**config.mk**
```make
export PLATFORM = sky130hd
export DESIGN_NAME = manchester_serial_rx
export DESIGN_NICKNAME = d
export VERILOG_FILES = /design/src/rtl/manchester_pkg.sv /design/src/rtl/manchester_sync2.sv /design/src/rtl/manchester_serial_rx.sv
export SDC_FILE = /design/constraint.sdc
export NUM_CORES = 1
export LEC_CHECK = 0
export CAP_MARGIN = 40
export CORE_MARGIN = 5
export CORE_UTILIZATION = 42
export CTS_CLUSTER_DIAMETER = 40
export DETAILED_ROUTE_END_ITERATION = 8
export MAX_ROUTING_LAYER = met4
export SETUP_SLACK_MARGIN = 0.2
export SLEW_MARGIN = 20
export SYNTH_ARGS = -nofsm -noshare
export SYNTH_HDL_FRONTEND = slang
export SYNTH_SLANG_ARGS = --single-unit
```
**constraint.sdc**
```tcl
create_clock -name clk -period 3 [get_ports clk]
set_input_delay 0.6 -clock clk [delete_from_list [all_inputs] [get_ports clk]]
set_output_delay 0.6 -clock clk [all_outputs]
set_load 0.02 [all_outputs]
```
**src/rtl/manchester_pkg.sv**
```systemverilog
// rtl/manchester_pkg.sv - shared types and constants for the Manchester receiver
package manchester_pkg;

    typedef enum logic [1:0] {
        ST_IDLE  = 2'd0,
        ST_START = 2'd1,
        ST_DATA  = 2'd2,
        ST_DONE  = 2'd3
    } rx_state_t;

    // Polarity of a '1' cell: THOMAS = high-then-low, IEEE = low-then-high
    localparam logic MODE_THOMAS = 1'b0;
    localparam logic MODE_IEEE   = 1'b1;

    localparam int DEF_HALF_BIT  = 4;
    localparam int DEF_DATA_BITS = 8;

    // Half-bit samples per frame: two start halves plus two per data cell
    function automatic int frame_halves(input int data_bits);
        return 2 * data_bits + 2;
    endfunction

endpackage

```
**src/rtl/manchester_sync2.sv**
```systemverilog
// rtl/manchester_sync2.sv - two-flop synchronizer for the asynchronous serial line
module manchester_sync2 (
    input  logic clk,
    input  logic rst_n,
    input  logic i_d,
    output logic o_q
);

    logic r_meta;
    logic r_sync;

    // Two back-to-back flops; the first may go metastable, the second settles it
    always_ff @(posedge clk or negedge rst_n) begin
        if (!rst_n) begin
            r_meta <= 1'b0;
            r_sync <= 1'b0;
        end else begin
            r_meta <= i_d;
            r_sync <= r_meta;
        end
    end

    assign o_q = r_sync;

endmodule

```
**src/rtl/manchester_serial_rx.sv**
```systemverilog
// rtl/manchester_serial_rx.sv - Manchester serial receiver with code-violation check
module manchester_serial_rx
    import manchester_pkg::*;
#(
    parameter int HALF_BIT  = DEF_HALF_BIT,
    parameter int DATA_BITS = DEF_DATA_BITS
) (
    input  logic                 clk,
    input  logic                 rst_n,
    input  logic                 line_in,
    input  logic                 mode,
    output logic [DATA_BITS-1:0] data_out,
    output logic                 data_valid,
    output logic                 code_err,
    output logic                 busy
);

    localparam int HALVES = frame_halves(DATA_BITS);
    localparam int CNT_W  = $clog2(HALF_BIT);
    localparam int HIDX_W = $clog2(HALVES);

    localparam logic [CNT_W-1:0]  CNT_LAST  = CNT_W'(HALF_BIT - 1);
    // Counter restarts one cycle after T0, so mid-half lands on HALF_BIT/2-1
    localparam logic [CNT_W-1:0]  CNT_MID   = CNT_W'(HALF_BIT / 2 - 1);
    localparam logic [HIDX_W-1:0] HIDX_LAST = HIDX_W'(HALVES - 1);
    localparam logic [HIDX_W-1:0] HIDX_ONE  = HIDX_W'(1);

    logic w_line;

    rx_state_t             r_state;
    logic [CNT_W-1:0]      r_cnt;
    logic [HIDX_W-1:0]     r_hidx;
    logic                  r_prev;
    logic                  r_mode;
    logic                  r_pair;
    logic [DATA_BITS-1:0]  r_shift;
    logic                  r_err;

    rx_state_t             w_state_nxt;
    logic [CNT_W-1:0]      w_cnt_nxt;
    logic [HIDX_W-1:0]     w_hidx_nxt;
    logic                  w_mode_nxt;
    logic                  w_pair_nxt;
    logic [DATA_BITS-1:0]  w_shift_nxt;
    logic                  w_err_nxt;
    logic [DATA_BITS-1:0]  w_dout_nxt;
    logic                  w_dv_nxt;
    logic                  w_ce_nxt;
    logic                  w_busy_nxt;
    logic                  w_sample;
    logic                  w_cell_ok;
    logic                  w_cell_bit;

    manchester_sync2 u_sync (
        .clk   (clk),
        .rst_n (rst_n),
        .i_d   (line_in),
        .o_q   (w_line)
    );

    assign w_sample   = (r_cnt == CNT_MID);
    // A legal cell always has a transition in the middle
    assign w_cell_ok  = r_pair ^ w_line;
    assign w_cell_bit = (r_mode == MODE_IEEE) ? w_line : r_pair;

    // Next-state and output decode for the frame FSM
    always_comb begin
        w_state_nxt = r_state;
        w_cnt_nxt   = (r_cnt == CNT_LAST) ? '0 : r_cnt + CNT_W'(1);
        w_hidx_nxt  = r_hidx;
        w_mode_nxt  = r_mode;
        w_pair_nxt  = r_pair;
        w_shift_nxt = r_shift;
        w_err_nxt   = r_err;
        w_dout_nxt  = data_out;
        w_dv_nxt    = 1'b0;
        w_ce_nxt    = 1'b0;
        w_busy_nxt  = busy;

        case (r_state)
            ST_IDLE: begin
                w_cnt_nxt = '0;
                if (w_line && !r_prev) begin
                    w_state_nxt = ST_START;
                    w_mode_nxt  = mode;
                    w_busy_nxt  = 1'b1;
                    w_hidx_nxt  = '0;
                    w_shift_nxt = '0;
                    w_err_nxt   = 1'b0;
                end
            end
            ST_START: begin
                if (w_sample) begin
                    if (!w_line) begin
                        // Too short to be a start symbol: treat as a glitch
                        w_state_nxt = ST_IDLE;
                        w_busy_nxt  = 1'b0;
                    end else begin
                        w_hidx_nxt = r_hidx + HIDX_W'(1);
                        if (r_hidx == HIDX_ONE) begin
                            w_state_nxt = ST_DATA;
                        end
                    end
                end
            end
            ST_DATA: begin
                if (w_sample) begin
                    w_hidx_nxt = r_hidx + HIDX_W'(1);
                    if (!r_hidx[0]) begin
                        w_pair_nxt = w_line;
                    end else begin
                        w_shift_nxt = {r_shift[DATA_BITS-2:0], w_cell_ok & w_cell_bit};
                        w_err_nxt   = r_err | ~w_cell_ok;
                        if (r_hidx == HIDX_LAST) begin
                            w_state_nxt = ST_DONE;
                            if (w_err_nxt) begin
                                w_ce_nxt = 1'b1;
                            end else begin
                                w_dv_nxt   = 1'b1;
                                w_dout_nxt = w_shift_nxt;
                            end
                        end
                    end
                end
            end
            ST_DONE: begin
                w_state_nxt = ST_IDLE;
                w_busy_nxt  = 1'b0;
                w_err_nxt   = 1'b0;
            end
            default: begin
                w_state_nxt = ST_IDLE;
                w_busy_nxt  = 1'b0;
            end
        endcase
    end

    // State, datapath and registered outputs
    always_ff @(posedge clk or negedge rst_n) begin
        if (!rst_n) begin
            r_state    <= ST_IDLE;
            r_cnt      <= '0;
            r_hidx     <= '0;
            r_prev     <= 1'b0;
            r_mode     <= MODE_THOMAS;
            r_pair     <= 1'b0;
            r_shift    <= '0;
            r_err      <= 1'b0;
            data_out   <= '0;
            data_valid <= 1'b0;
            code_err   <= 1'b0;
            busy       <= 1'b0;
        end else begin
            r_state    <= w_state_nxt;
            r_cnt      <= w_cnt_nxt;
            r_hidx     <= w_hidx_nxt;
            r_prev     <= w_line;
            r_mode     <= w_mode_nxt;
            r_pair     <= w_pair_nxt;
            r_shift    <= w_shift_nxt;
            r_err      <= w_err_nxt;
            data_out   <= w_dout_nxt;
            data_valid <= w_dv_nxt;
            code_err   <= w_ce_nxt;
            busy       <= w_busy_nxt;
        end
    end

endmodule

```
==> results.py <==
metrics = {
    "synthesis": {
        "synthesis.area_mm2": 0.00161,
        "syn_avg_cell_area_um2": 11.9,
        "yosysSeqAreaShare_pct": 51.4,
        "synthFlopType": "dfrtp_1",
        "yosysUniqueCellTypes": 39,
        "yosys.area.top_type": "dfrtp_1",
        "async_flop_share_pct": 100,
        "yosys-top-cells-area": "dfrtp_1 (51%), mux2_2 (7.0%), ha_1 (6.2%), a22o_1 (3.8%), inv_1 (2.8%)",
        "synth_warnings": 0,
        "syn_inst": 135,
        "synth_edf_count": 0,
        "syn-num-nets": 147,
        "yosys.area.top_type_share_pct": 51.4,
        "synth_seq_cells": 33,
    },
    "grt": {
        "grt_util_all_layers_pct": 12.7,
        "grt_max_degree": 34,
        "overflow": 0,
        "antenna_found_initial": 0,
        "grt_pass1_vias": 1037,
        "grt_pass1_wl_um": 5000,
    },
    "routing": {
        "drc": 0,
        "top_layer": "met4",
        "vias": 1061,
        "firstDrtPassIters": 4,
        "viasPerCell": 5.28,
        "first_iter_violations": 70,
        "met2WireLength_um": 1390,
        "wl_um": 2880,
        "wl_met3_um": 111,
        "ant_nets": 0,
        "wl_met1_um": 1350,
        "post_drt_wl_per_cell_um": 14.3,
    },
    "power": {
        "p_leak_nw": 0.862,
        "power.switching_uw": 538,
        "p_comb_share_pct": 34.2,
        "p_clk_share_pct": 27.3,
        "intPower_uw": 997,
        "pwr-share-seq_pct": 38.5,
        "swShare_pct": 35.0,
        "power_density_mw_per_mm2": 808,
        "vdd_drop_max_uv": 485,
        "post-layout-total-power_mw": 1.54,
    },
    "setup_path": {
        "cp_max_fo": 12,
        "startpoint_type": "flip-flop",
        "r2r-end": "r_hidx[0]$_DFFE_PN0P_",
        "required_ns": 3.16,
        "rrSetupSlack_ns": 0.76,
        "cp.arrival_ns": 2.40,
        "startpoint": "r_state[0]$_DFFE_PN0P_",
        "reg2reg_depth": 6,
        "cp-endpoint": "r_hidx[0]$_DFFE_PN0P_",
        "worstSetupEndpointType": "flip-flop",
        "worstReg2RegStart": "r_state[0]$_DFFE_PN0P_",
        "worstSetupPathType": "flip-flop to flip-flop",
    },
    "clock_tree": {
        "tritoncts": "done",
        "clkSinkCount": 33,
        "cts_post_setup_buffers_inserted": 0,
        "htreeDepth": 2,
        "worst_skew_pair.late_latency_ns": 0.27,
        "ctsResizeCount": 0,
        "clockRootBuffer": "clkbuf_8",
        "cts_hold_buf": 0,
        "clk_path_buf_depth": 2,
        "cts_buffers": 5,
        "clkTransAtPathRegs_ns": 0.07,
    },
    "timing": {
        "setup_ws_ns": 0.760,
        "max_freq_mhz": 446,
        "finalMaxSlewViolations": 0,
        "rsz0062_at_grt": "no",
        "setup-violations-final": 0,
        "finalCriticalPeriod_ns": 2.24,
        "finalSetupTns_ns": 0,
        "fin_worst_skew_ns": 0.00556,
        "hold-worst-slack_ns": 0.346,
        "worst_slew_pin_slew_ns": 0.657,
        "min_period_over_period_pct": 74.7,
        "report.final.hold_viol_count": 0,
        "slew_headroom_pct": 56.2,
    },
    "flow_run": {
        "cap_violations": 0,
    },
    "cells_and_area": {
        "final_util_pct": 51.5,
        "area_growth_pct": 18.4,
        "drive_above_1_share_pct": 16.3,
        "diodes": 0,
        "nNetsFinal": 164,
        "stdcell_count": 201,
        "post-route-cell-area_mm2": 0.00190,
    },
    "floorplanning": {
        "start_util_pct": 43.5,
        "io_pins": 15,
        "die_h_um": 71.8,
        "fp.coreArea_mm2": 0.00369,
        "die_x_um": 71.8,
        "dieArea_mm2": 0.00516,
        "placementRows": 22,
    },
    "min_path": {
        "hold_class": "flip-flop to flip-flop",
        "hold_depth": 0,
    },
    "place": {
        "place_congestion": 0.876,
        "dp.cells": 193,
        "io_buffers": 14,
        "dp_hpwl_um": 2090,
        "postPlaceCellArea_mm2": 0.00178,
        "pre_cts_slack_ns": 0.761,
    },
    "outcome": {
        "outcome": "finished, final reports clean",
    },
}
==> cells in the mapped netlist, drive strengths merged, types with 3 or more instances <==
library cell	n
clkbuf	3
ha	8
dfrtp	33
nor2	5
nand2b	3
mux2i	4
a22o	7
mux2	10
nand2	6
nand3	6
nand4	3
o21ai	4
a21oi	4
inv	12
==> area by class of cell <==
cell class,instances,area (um^2)
fill,340,1790
sequential,33,826
multi-input combinational,85,706
timing repair buffer,15,148
clock buffer,7,86.3
tap,48,60.1
inverter,12,45.0
clock inverter,1,30.0
==> cells by family after synthesis <==
| logic type | synth area share, % |
|---|---|
| simple gates | 12.5 |
| compound gates | 15.7 |
| buf+inv | 4.60 |
| fa+ha+maj | 6.24 |
| flops | 51.4 |
| mux | 9.51 |
==> how the worst min path moves through the flow <==
| stage | start | endpoint | slack, ns |
|---|---|---|---|
| 2_1_floorplan | rst_n | asynchronous set/reset pin | 0.30 |
| 3_3_place_gp | u_sync.r_meta$_DFF_PN0_ | u_sync.o_q$_DFF_PN0_ | 0.34 |
| 3_5_place_dp | u_sync.r_meta$_DFF_PN0_ | u_sync.o_q$_DFF_PN0_ | 0.34 |
| 4_1_cts | u_sync.r_meta$_DFF_PN0_ | u_sync.o_q$_DFF_PN0_ | 0.35 |
| 5_1_grt | u_sync.r_meta$_DFF_PN0_ | u_sync.o_q$_DFF_PN0_ | 0.36 |
| 6_report | u_sync.r_meta$_DFF_PN0_ | u_sync.o_q$_DFF_PN0_ | 0.35 |
==> critical path: stages, from the launching register on <==
cell and delay [ns]:
dfrtp_1 0.41, inv_1 0.11, ha_1 0.39, or4b_1 0.46, o221a_2 0.18, o21ai_4 0.21
mux2_2 0.36
==> layer usage <==
layer	vias up	track usage (%)
li1	525	-
met1	514	17.3
met2	18	17.8
met3	4	4.63
met4	0	3.34
met5	-	-
==> flip-flops by register name, indices dropped and copies added, names as in the netlist, 2 cells and up, named ones only <==
signal	count
r_hidx	5
r_cnt	2
r_shift	7
data_out	8
==> power by group through the flow <==
stage | clock, mW | sequential, mW | combinational [mW]
6_report | 0.419 | 0.592 | 0.525
5_1_grt | 0.452 | 0.604 | 0.584
4_1_cts | 0.433 | 0.592 | 0.526
3_5_place_dp | 0 | 0.600 | 0.524
3_3_place_gp | 0 | 0.596 | 0.517
2_1_floorplan | 0 | 0.574 | 0.428
==> cell usage in the layout (no fill, tap or decap), types with 2 or more instances in the layout <==
cell             count
nand4_1              2
o21ai_0              2
a31oi_1              2
a22o_1               7
ha_1                 8
dfrtp_1             33
mux2_2              10
o221a_2              2
nand2b_1             3
nand3_1              6
o211ai_1             2
inv_1               12
nand2_1              6
nor2_1               5
mux2i_1              4
a41o_1               2
nor4_1               2
clkdlybuf4s50_1     14
a21oi_1              4
clkbuf_8             6
or3_1                2
Power figures use the tool's default switching activity.
